[src/rtl/project_pkg.sv]
// Shared constants, port widths and FSM state encoding for the grid renderer.
package project_pkg;

  localparam int unsigned DEF_GRID_W    = 40;
  localparam int unsigned DEF_GRID_H    = 30;
  localparam int unsigned DEF_CELL_SIZE = 4;

  localparam int unsigned ADDR_W   = 11;
  localparam int unsigned X_W      = 8;
  localparam int unsigned Y_W      = 7;
  localparam int unsigned COLOUR_W = 3;
  localparam int unsigned OFS_W    = 7;

  localparam logic [COLOUR_W-1:0] DEF_ALIVE_COLOUR = 3'b010;
  localparam logic [COLOUR_W-1:0] DEF_DEAD_COLOUR  = 3'b000;

  typedef enum logic [2:0] {
    ST_IDLE,
    ST_FETCH,
    ST_WAIT,
    ST_PAINT,
    ST_DONE
  } state_t;

endpackage

[src/rtl/grid_render_if.sv]
// Request, cell-memory and VGA-adapter signals of the grid renderer.
interface grid_render_if;
  import project_pkg::*;

  logic                start;
  logic [ADDR_W-1:0]   cell_addr;
  logic                cell_data;
  logic [X_W-1:0]      x;
  logic [Y_W-1:0]      y;
  logic [COLOUR_W-1:0] colour;
  logic                plot;
  logic                busy;
  logic                done;

  modport slave (
    input  start, cell_data,
    output cell_addr, x, y, colour, plot, busy, done
  );

  modport master (
    output start, cell_data,
    input  cell_addr, x, y, colour, plot, busy, done
  );

endinterface

[src/rtl/grid_render_cell_scan_counter.sv]
// Pixel-offset scanner inside one cell: px fastest, py steps when px wraps.
module cell_scan_counter
  import project_pkg::*;
#(
  parameter int unsigned CELL_SIZE = DEF_CELL_SIZE
)(
  input  logic             clk,
  input  logic             reset,
  input  logic             i_clr,
  input  logic             i_en,
  output logic [OFS_W-1:0] o_px_nxt,
  output logic [OFS_W-1:0] o_py_nxt,
  output logic             o_carry
);

  logic [OFS_W-1:0] r_px;
  logic [OFS_W-1:0] r_py;
  logic             w_px_wrap;
  logic             w_py_wrap;

  assign w_px_wrap = (r_px == OFS_W'(CELL_SIZE - 1));
  assign w_py_wrap = (r_py == OFS_W'(CELL_SIZE - 1));

  // Terminal count depends on state only, so it can steer the FSM without a loop.
  assign o_carry = w_px_wrap && w_py_wrap;

  always_comb begin
    o_px_nxt = r_px;
    o_py_nxt = r_py;
    if (i_clr) begin
      o_px_nxt = '0;
      o_py_nxt = '0;
    end else if (i_en) begin
      o_px_nxt = w_px_wrap ? '0 : r_px + OFS_W'(1);
      if (w_px_wrap) begin
        o_py_nxt = w_py_wrap ? '0 : r_py + OFS_W'(1);
      end
    end
  end

  always_ff @(posedge clk) begin
    if (reset) begin
      r_px <= '0;
      r_py <= '0;
    end else begin
      r_px <= o_px_nxt;
      r_py <= o_py_nxt;
    end
  end

endmodule

[src/rtl/grid_render.sv]
// Walks the cell grid, fetches each cell state and paints it as a
// CELL_SIZE x CELL_SIZE block of VGA pixels.
module grid_render
  import project_pkg::*;
#(
  parameter int unsigned         GRID_W       = DEF_GRID_W,
  parameter int unsigned         GRID_H       = DEF_GRID_H,
  parameter int unsigned         CELL_SIZE    = DEF_CELL_SIZE,
  parameter logic [COLOUR_W-1:0] ALIVE_COLOUR = DEF_ALIVE_COLOUR,
  parameter logic [COLOUR_W-1:0] DEAD_COLOUR  = DEF_DEAD_COLOUR
)(
  input logic           clk,
  input logic           reset,
  grid_render_if.slave  bus
);

  state_t              r_state;
  state_t              w_state_nxt;
  logic [X_W-1:0]      r_col;
  logic [Y_W-1:0]      r_row;
  logic [ADDR_W-1:0]   r_cell_addr;
  logic [X_W-1:0]      r_x;
  logic [Y_W-1:0]      r_y;
  logic [COLOUR_W-1:0] r_colour;
  logic                r_plot;

  logic                w_busy;
  logic                w_done;
  logic                w_cnt_clr;
  logic                w_cnt_en;
  logic                w_carry;
  logic                w_last_col;
  logic                w_last_cell;
  logic [X_W-1:0]      w_col_adv;
  logic [Y_W-1:0]      w_row_adv;
  logic [OFS_W-1:0]    w_px_nxt;
  logic [OFS_W-1:0]    w_py_nxt;
  logic [15:0]         w_x_full;
  logic [15:0]         w_y_full;
  logic [15:0]         w_addr_full;

  cell_scan_counter #(
    .CELL_SIZE (CELL_SIZE)
  ) u_scan (
    .clk      (clk),
    .reset    (reset),
    .i_clr    (w_cnt_clr),
    .i_en     (w_cnt_en),
    .o_px_nxt (w_px_nxt),
    .o_py_nxt (w_py_nxt),
    .o_carry  (w_carry)
  );

  assign w_last_col  = (r_col == X_W'(GRID_W - 1));
  assign w_last_cell = w_last_col && (r_row == Y_W'(GRID_H - 1));
  assign w_col_adv   = w_last_col ? '0 : r_col + X_W'(1);
  assign w_row_adv   = w_last_col ? r_row + Y_W'(1) : r_row;

  // Coordinates use the upcoming pixel offset so x/y land in the same cycle as plot.
  assign w_x_full    = 16'(r_col) * 16'(CELL_SIZE) + 16'(w_px_nxt);
  assign w_y_full    = 16'(r_row) * 16'(CELL_SIZE) + 16'(w_py_nxt);
  assign w_addr_full = 16'(w_row_adv) * 16'(GRID_W) + 16'(w_col_adv);

  always_ff @(posedge clk) begin
    if (reset) begin
      r_state <= ST_IDLE;
    end else begin
      r_state <= w_state_nxt;
    end
  end

  always_comb begin
    w_state_nxt = r_state;
    w_busy      = 1'b0;
    w_done      = 1'b0;
    w_cnt_clr   = 1'b0;
    w_cnt_en    = 1'b0;
    case (r_state)
      ST_IDLE: begin
        if (bus.start) w_state_nxt = ST_FETCH;
      end
      ST_FETCH: begin
        w_busy      = 1'b1;
        w_state_nxt = ST_WAIT;
      end
      ST_WAIT: begin
        w_busy      = 1'b1;
        w_cnt_clr   = 1'b1;
        w_state_nxt = ST_PAINT;
      end
      ST_PAINT: begin
        w_busy   = 1'b1;
        w_cnt_en = 1'b1;
        if (w_carry) w_state_nxt = w_last_cell ? ST_DONE : ST_FETCH;
      end
      ST_DONE: begin
        w_done      = 1'b1;
        w_state_nxt = ST_IDLE;
      end
      default: w_state_nxt = ST_IDLE;
    endcase
  end

  always_ff @(posedge clk) begin
    if (reset) begin
      r_col       <= '0;
      r_row       <= '0;
      r_cell_addr <= '0;
      r_x         <= '0;
      r_y         <= '0;
      r_colour    <= DEAD_COLOUR;
      r_plot      <= 1'b0;
    end else begin
      r_plot <= (w_state_nxt == ST_PAINT);
      if (w_state_nxt == ST_PAINT) begin
        r_x <= X_W'(w_x_full);
        r_y <= Y_W'(w_y_full);
      end
      case (r_state)
        ST_IDLE: begin
          if (bus.start) begin
            r_col       <= '0;
            r_row       <= '0;
            r_cell_addr <= '0;
          end
        end
        ST_WAIT: begin
          r_colour <= bus.cell_data ? ALIVE_COLOUR : DEAD_COLOUR;
        end
        ST_PAINT: begin
          if (w_carry && !w_last_cell) begin
            r_col       <= w_col_adv;
            r_row       <= w_row_adv;
            r_cell_addr <= ADDR_W'(w_addr_full);
          end
        end
        default: ;
      endcase
    end
  end

  assign bus.cell_addr = r_cell_addr;
  assign bus.x         = r_x;
  assign bus.y         = r_y;
  assign bus.colour    = r_colour;
  assign bus.plot      = r_plot;
  assign bus.busy      = w_busy;
  assign bus.done      = w_done;

endmodule

[src/flat_wrapper.sv]
// flat-port wrapper written by rule: the top's interface ports become plain ports
module grid_render_flat import project_pkg::*;
#(
  parameter int unsigned         GRID_W       = DEF_GRID_W,
  parameter int unsigned         GRID_H       = DEF_GRID_H,
  parameter int unsigned         CELL_SIZE    = DEF_CELL_SIZE,
  parameter logic [COLOUR_W-1:0] ALIVE_COLOUR = DEF_ALIVE_COLOUR,
  parameter logic [COLOUR_W-1:0] DEAD_COLOUR  = DEF_DEAD_COLOUR
)
  (clk, reset, bus_start, bus_cell_data, bus_cell_addr, bus_x, bus_y, bus_colour, bus_plot, bus_busy, bus_done);
  grid_render_if bus_i ();
  input logic clk;
  input logic reset;
  input wire logic [$bits(bus_i.start)-1:0] bus_start;
  input wire logic [$bits(bus_i.cell_data)-1:0] bus_cell_data;
  output wire logic [$bits(bus_i.cell_addr)-1:0] bus_cell_addr;
  output wire logic [$bits(bus_i.x)-1:0] bus_x;
  output wire logic [$bits(bus_i.y)-1:0] bus_y;
  output wire logic [$bits(bus_i.colour)-1:0] bus_colour;
  output wire logic [$bits(bus_i.plot)-1:0] bus_plot;
  output wire logic [$bits(bus_i.busy)-1:0] bus_busy;
  output wire logic [$bits(bus_i.done)-1:0] bus_done;
  assign bus_i.start = bus_start;
  assign bus_i.cell_data = bus_cell_data;
  assign bus_cell_addr = bus_i.cell_addr;
  assign bus_x = bus_i.x;
  assign bus_y = bus_i.y;
  assign bus_colour = bus_i.colour;
  assign bus_plot = bus_i.plot;
  assign bus_busy = bus_i.busy;
  assign bus_done = bus_i.done;
  grid_render #(.GRID_W(GRID_W), .GRID_H(GRID_H), .CELL_SIZE(CELL_SIZE), .ALIVE_COLOUR(ALIVE_COLOUR), .DEAD_COLOUR(DEAD_COLOUR)) u_core (.clk(clk), .reset(reset), .bus(bus_i));
endmodule
[config.mk]
export PLATFORM = sky130hd
export DESIGN_NAME = grid_render_flat
export DESIGN_NICKNAME = d
export VERILOG_FILES = /design/src/rtl/project_pkg.sv /design/src/rtl/grid_render_if.sv /design/src/rtl/grid_render_cell_scan_counter.sv /design/src/rtl/grid_render.sv /design/src/flat_wrapper.sv
export SDC_FILE = /design/constraint.sdc
export NUM_CORES = 1
export LEC_CHECK = 0
export BUFFER_PORTS_ARGS = -buffer_cell sky130_fd_sc_hd__buf_2
export CAP_MARGIN = 20
export CELL_PAD_IN_SITES_DETAIL_PLACEMENT = 0
export CELL_PAD_IN_SITES_GLOBAL_PLACEMENT = 1
export CORE_ASPECT_RATIO = 1.5
export CORE_UTILIZATION = 40
export CTS_BUF_LIST = sky130_fd_sc_hd__clkbuf_4 sky130_fd_sc_hd__clkbuf_8 sky130_fd_sc_hd__clkbuf_16
export CTS_CLUSTER_DIAMETER = 60
export DETAILED_ROUTE_END_ITERATION = 8
export PLACE_DENSITY = 0.86
export SYNTH_ARGS = -nofsm -noshare
export SYNTH_HDL_FRONTEND = slang
export SYNTH_SLANG_ARGS = --single-unit
[constraint.sdc]
create_clock -name clk -period 3.59 [get_ports clk]
set_clock_uncertainty 0.15 [all_clocks]
set_input_delay 0.718 -clock clk [delete_from_list [all_inputs] [get_ports clk]]
set_output_delay 0.718 -clock clk [all_outputs]
set_load 0.02 [all_outputs]
==> summary.txt <==
Timing
  • Fmax: 281 MHz
  • Setup-failing EPs final: 0
  • RSZ-0062 raised after global routing: true
  • Worst slew pin tran: 661 ps
  • Hold_ws: 297 ps
  • Max Slew Vio Count: 0
  • Fin Setup TNS: 0 ps
  • Period minus WS final: 3560 ps
  • Fin crit share: 99.1%
  • Final hold violation count: 0
  • Max-slew headroom: 56.0%

Detailed routing
  • Wirelength per Cell: 14.8 µm
  • Vias per cell: 5.41
  • DR vias: 3128
  • # DRC: 0
  • Initial DRC count: 176
  • Antenna Nets Post-Route: 0
  • Final WL: 8550 µm
  • Total iterations of the first detailed-routing run: 4

CTS
  • Clk slew on worst S/H paths: 50 ps
  • Root Driver: clkbuf_16
  • Clock Latency Late Sink: 330 ps
  • CTS tree: built
  • Clk buf depth: 2
  • Clock buffers created by TritonCTS: 9
  • Htree depth: 3
  • Post-CTS Hold Buffers: 0
  • Clock sinks: 57

Setup path
  • Most Frequent Cell on Critical Path: ha_4
  • Slowest-stage cell, CP: fa_2
  • CP Data Required Time: 3660 ps
  • Crit path kind: reg2reg
  • CP Launch Type: flop
  • Critical Path AT: 3630 ps
  • CP peak stage delay: 580 ps
  • CP Capture Type: flop
  • Max FO, Critical Path: 5
  • Crit-path cells: or4_4 > nor2_4 > nand4_1 > xnor2_2 > ha_1 > ha_4 > fa_2 > ha_4 > a21oi_4 > nor3_2 > xnor2_1 > a22o_1
  • Path depth of the worst reg2reg path: 12

Synthesis
  • Asr flop ratio synth: 0%
  • Number of flops mapped to enable cells by yosys: 0
  • Most used DFF post-synth: dfxtp_1
  • Seq cells post-synth: 57
  • Synth Cell Area: 0.00342 mm²
  • Post-synthesis cell count: 407
  • Sequential area share after synthesis: 33.3%
  • Synth warnings: 0
  • Netlist cell types: 52
  • Synthesized area per cell: 8.41 µm²

Pwr
  • P_leak: 1.92 nW
  • Post-route total power: 1.68 mW
  • PD cells: 389 mW/mm²
  • Max VDD drop: 245 µV

Floorplanning
  • Placeable Area: 0.00836 mm²
  • Width of the die: 77.6 µm
  • Die Y: 115 µm
  • I/O Pins: 36
  • Initial core utilization: 41.0%
  • Die area: 0.00894 mm²
  • Num rows: 41

Place
  • IO Port Bufs: 33
  • Area after DPL: 0.00383 mm²
  • GPL Wtd Cong: 0.854
  • Dpl hpwl: 6230 µm
  • Placed insts: 556

Final layout
  • Area Overhead vs Synth: 25.9%
  • Diode count: 0
  • Non-filler cells in the finished layout: 578
  • Layout cells sized above 1: 23.8%
  • Final Net Count: 501
  • Final Cell Area: 0.00431 mm²

GRT
  • First-pass GRT wire length: 14400 µm
  • Largest net degree at the start of global routing: 36
  • GRT overflow: 0
  • Initial antenna violation count: 0
  • Vias in the first global route: 3141
  • GRT Util Overall: 20.5%

Flow run
  • Maxcap violations: 0

Worst hold path
  • Worst Hold Depth: 2
  • Min-delay worst type: reg2reg

Outcome
  • Status: complete, no violations
placed cells by master (no fill, tap or decap), types with 3 or more instances in the layout:
master and n:
ha_1 24, a31oi_1 3, a22o_1 7, ha_4 3, nand4_1 4, fa_1 3
and2_1 8, o41ai_1 3, xor2_1 10, xor2_2 3, and3_1 4, or2_2 3
a21o_1 7, xnor2_1 19, nor2_1 36, inv_1 15, o21ai_1 4, a211oi_1 5
o21ai_0 26, nand2_1 49, mux2i_1 3, nand3_1 12, buf_2 33, nor3_1 8
clkbuf_16 9, buf_4 33, o31ai_1 5, dfxtp_1 57, a21oi_1 25
area by class of cell:
class / instances / area [µm²]
clock inverter: 6 / 92.6
clock buffer: 10 / 233
tap: 107 / 134
inverter: 16 / 60.1
fill: 770 / 4050
multi-input combinational: 315 / 2230
timing repair buffer: 67 / 424
sequential: 57 / 1140
layer usage:
layer / routed length (µm) / GRT usage [%]
met4: 259 / 10.6
met5: 0 / 0
met2: 4570 / 38.5
met3: 261 / 4.05
met1: 3460 / 21.5
critical path: cells and delay by family, from the launching register on:
kind	cells	cell delay (ps)
flops	1	310
fa+ha+maj	4	1300
simple gates	4	990
xor+xnor	2	350
compound gates	2	360
worst paths after layout:
check                   from                       end  slack (ps)
min reg2reg  u_core.bus.x[6]           u_core.bus.x[6]         300
max          u_core.r_col[3]  u_core.bus.cell_addr[10]          30
max reg2reg  u_core.r_col[3]  u_core.bus.cell_addr[10]          30
min          u_core.bus.x[6]           u_core.bus.x[6]         300
cell families after synthesis:
logic type	count (synthesis)	synth area share, %
adders and majority gates	31	12.2
AOI/OAI and AO/OA	98	18.0
DFF	57	33.3
buffers and inverters	36	5.19
muxes	3	0.877
other	1	0.110
xor gates and xnor gates	34	8.70
and+or+nand+nor	147	21.6
through the flow:
stage | util [%] | setup slack (ps)
2_1_floorplan | - | 6.71
6_report | 51.6 | 33.4
3_3_place_gp | 45.8 | 55.4
3_5_place_dp | 45.8 | -111
5_1_grt | 51.6 | -68.0
4_1_cts | 50.0 | 8.61
synthesized netlist by cell type, types with 3 or more instances:
cell      instances  area [µm²]
a211oi_1          5        37.5
a21o_1            7        52.6
a21oi_1          28         140
a22o_1            7        61.3
a31oi_1           3        18.8
and2_1            8        50.1
and3_1            4        25.0
buf_4             6        45.0
clkbuf_1         11        41.3
dfxtp_1          57        1140
fa_1              4        80.1
ha_1             27         338
inv_1            16        60.1
mux2i_1           3        30.0
nand2_1          49         184
nand3_1          12        60.1
nand4_1           4        25.0
nor2_1           37         139
nor3_1            9        45.0
o21ai_0          28         140
o31ai_1           5        37.5
o41ai_1           3        26.3
or2_2             3        18.8
xnor2_1          21         184
xor2_1           13         114
state kept, by name (all words and copies together) (netlist names), 3 cells and up:
signal / flops
u_core.bus.cell_addr: 11
u_core.bus.x: 8
u_core.bus.y: 7
u_core.r_col: 5
u_core.r_row: 7
u_core.r_state: 3
u_core.u_scan.r_px: 7
u_core.u_scan.r_py: 7
report_power, final:
part | leakage (nW) | internal [mW] | total [mW] | switching, mW
logic | 1.30 | 0.0272 | 0.0947 | 0.0675
registers | 0.460 | 0.642 | 0.648 | 0.00619
clock network | 0.152 | 0.617 | 0.932 | 0.315
what timing repair did:
| action | CTS | global route |
|---|---|---|
| pin swaps | 1 | 14 |
| cloned | 0 | 0 |
| setup endpoints to repair | 2 | 2 |
| gates resized for setup | 4 | 16 |
| hold endpoints to repair | 0 | 0 |
| setup buffers | 0 | 6 |
Power figures use the tool's default switching activity.
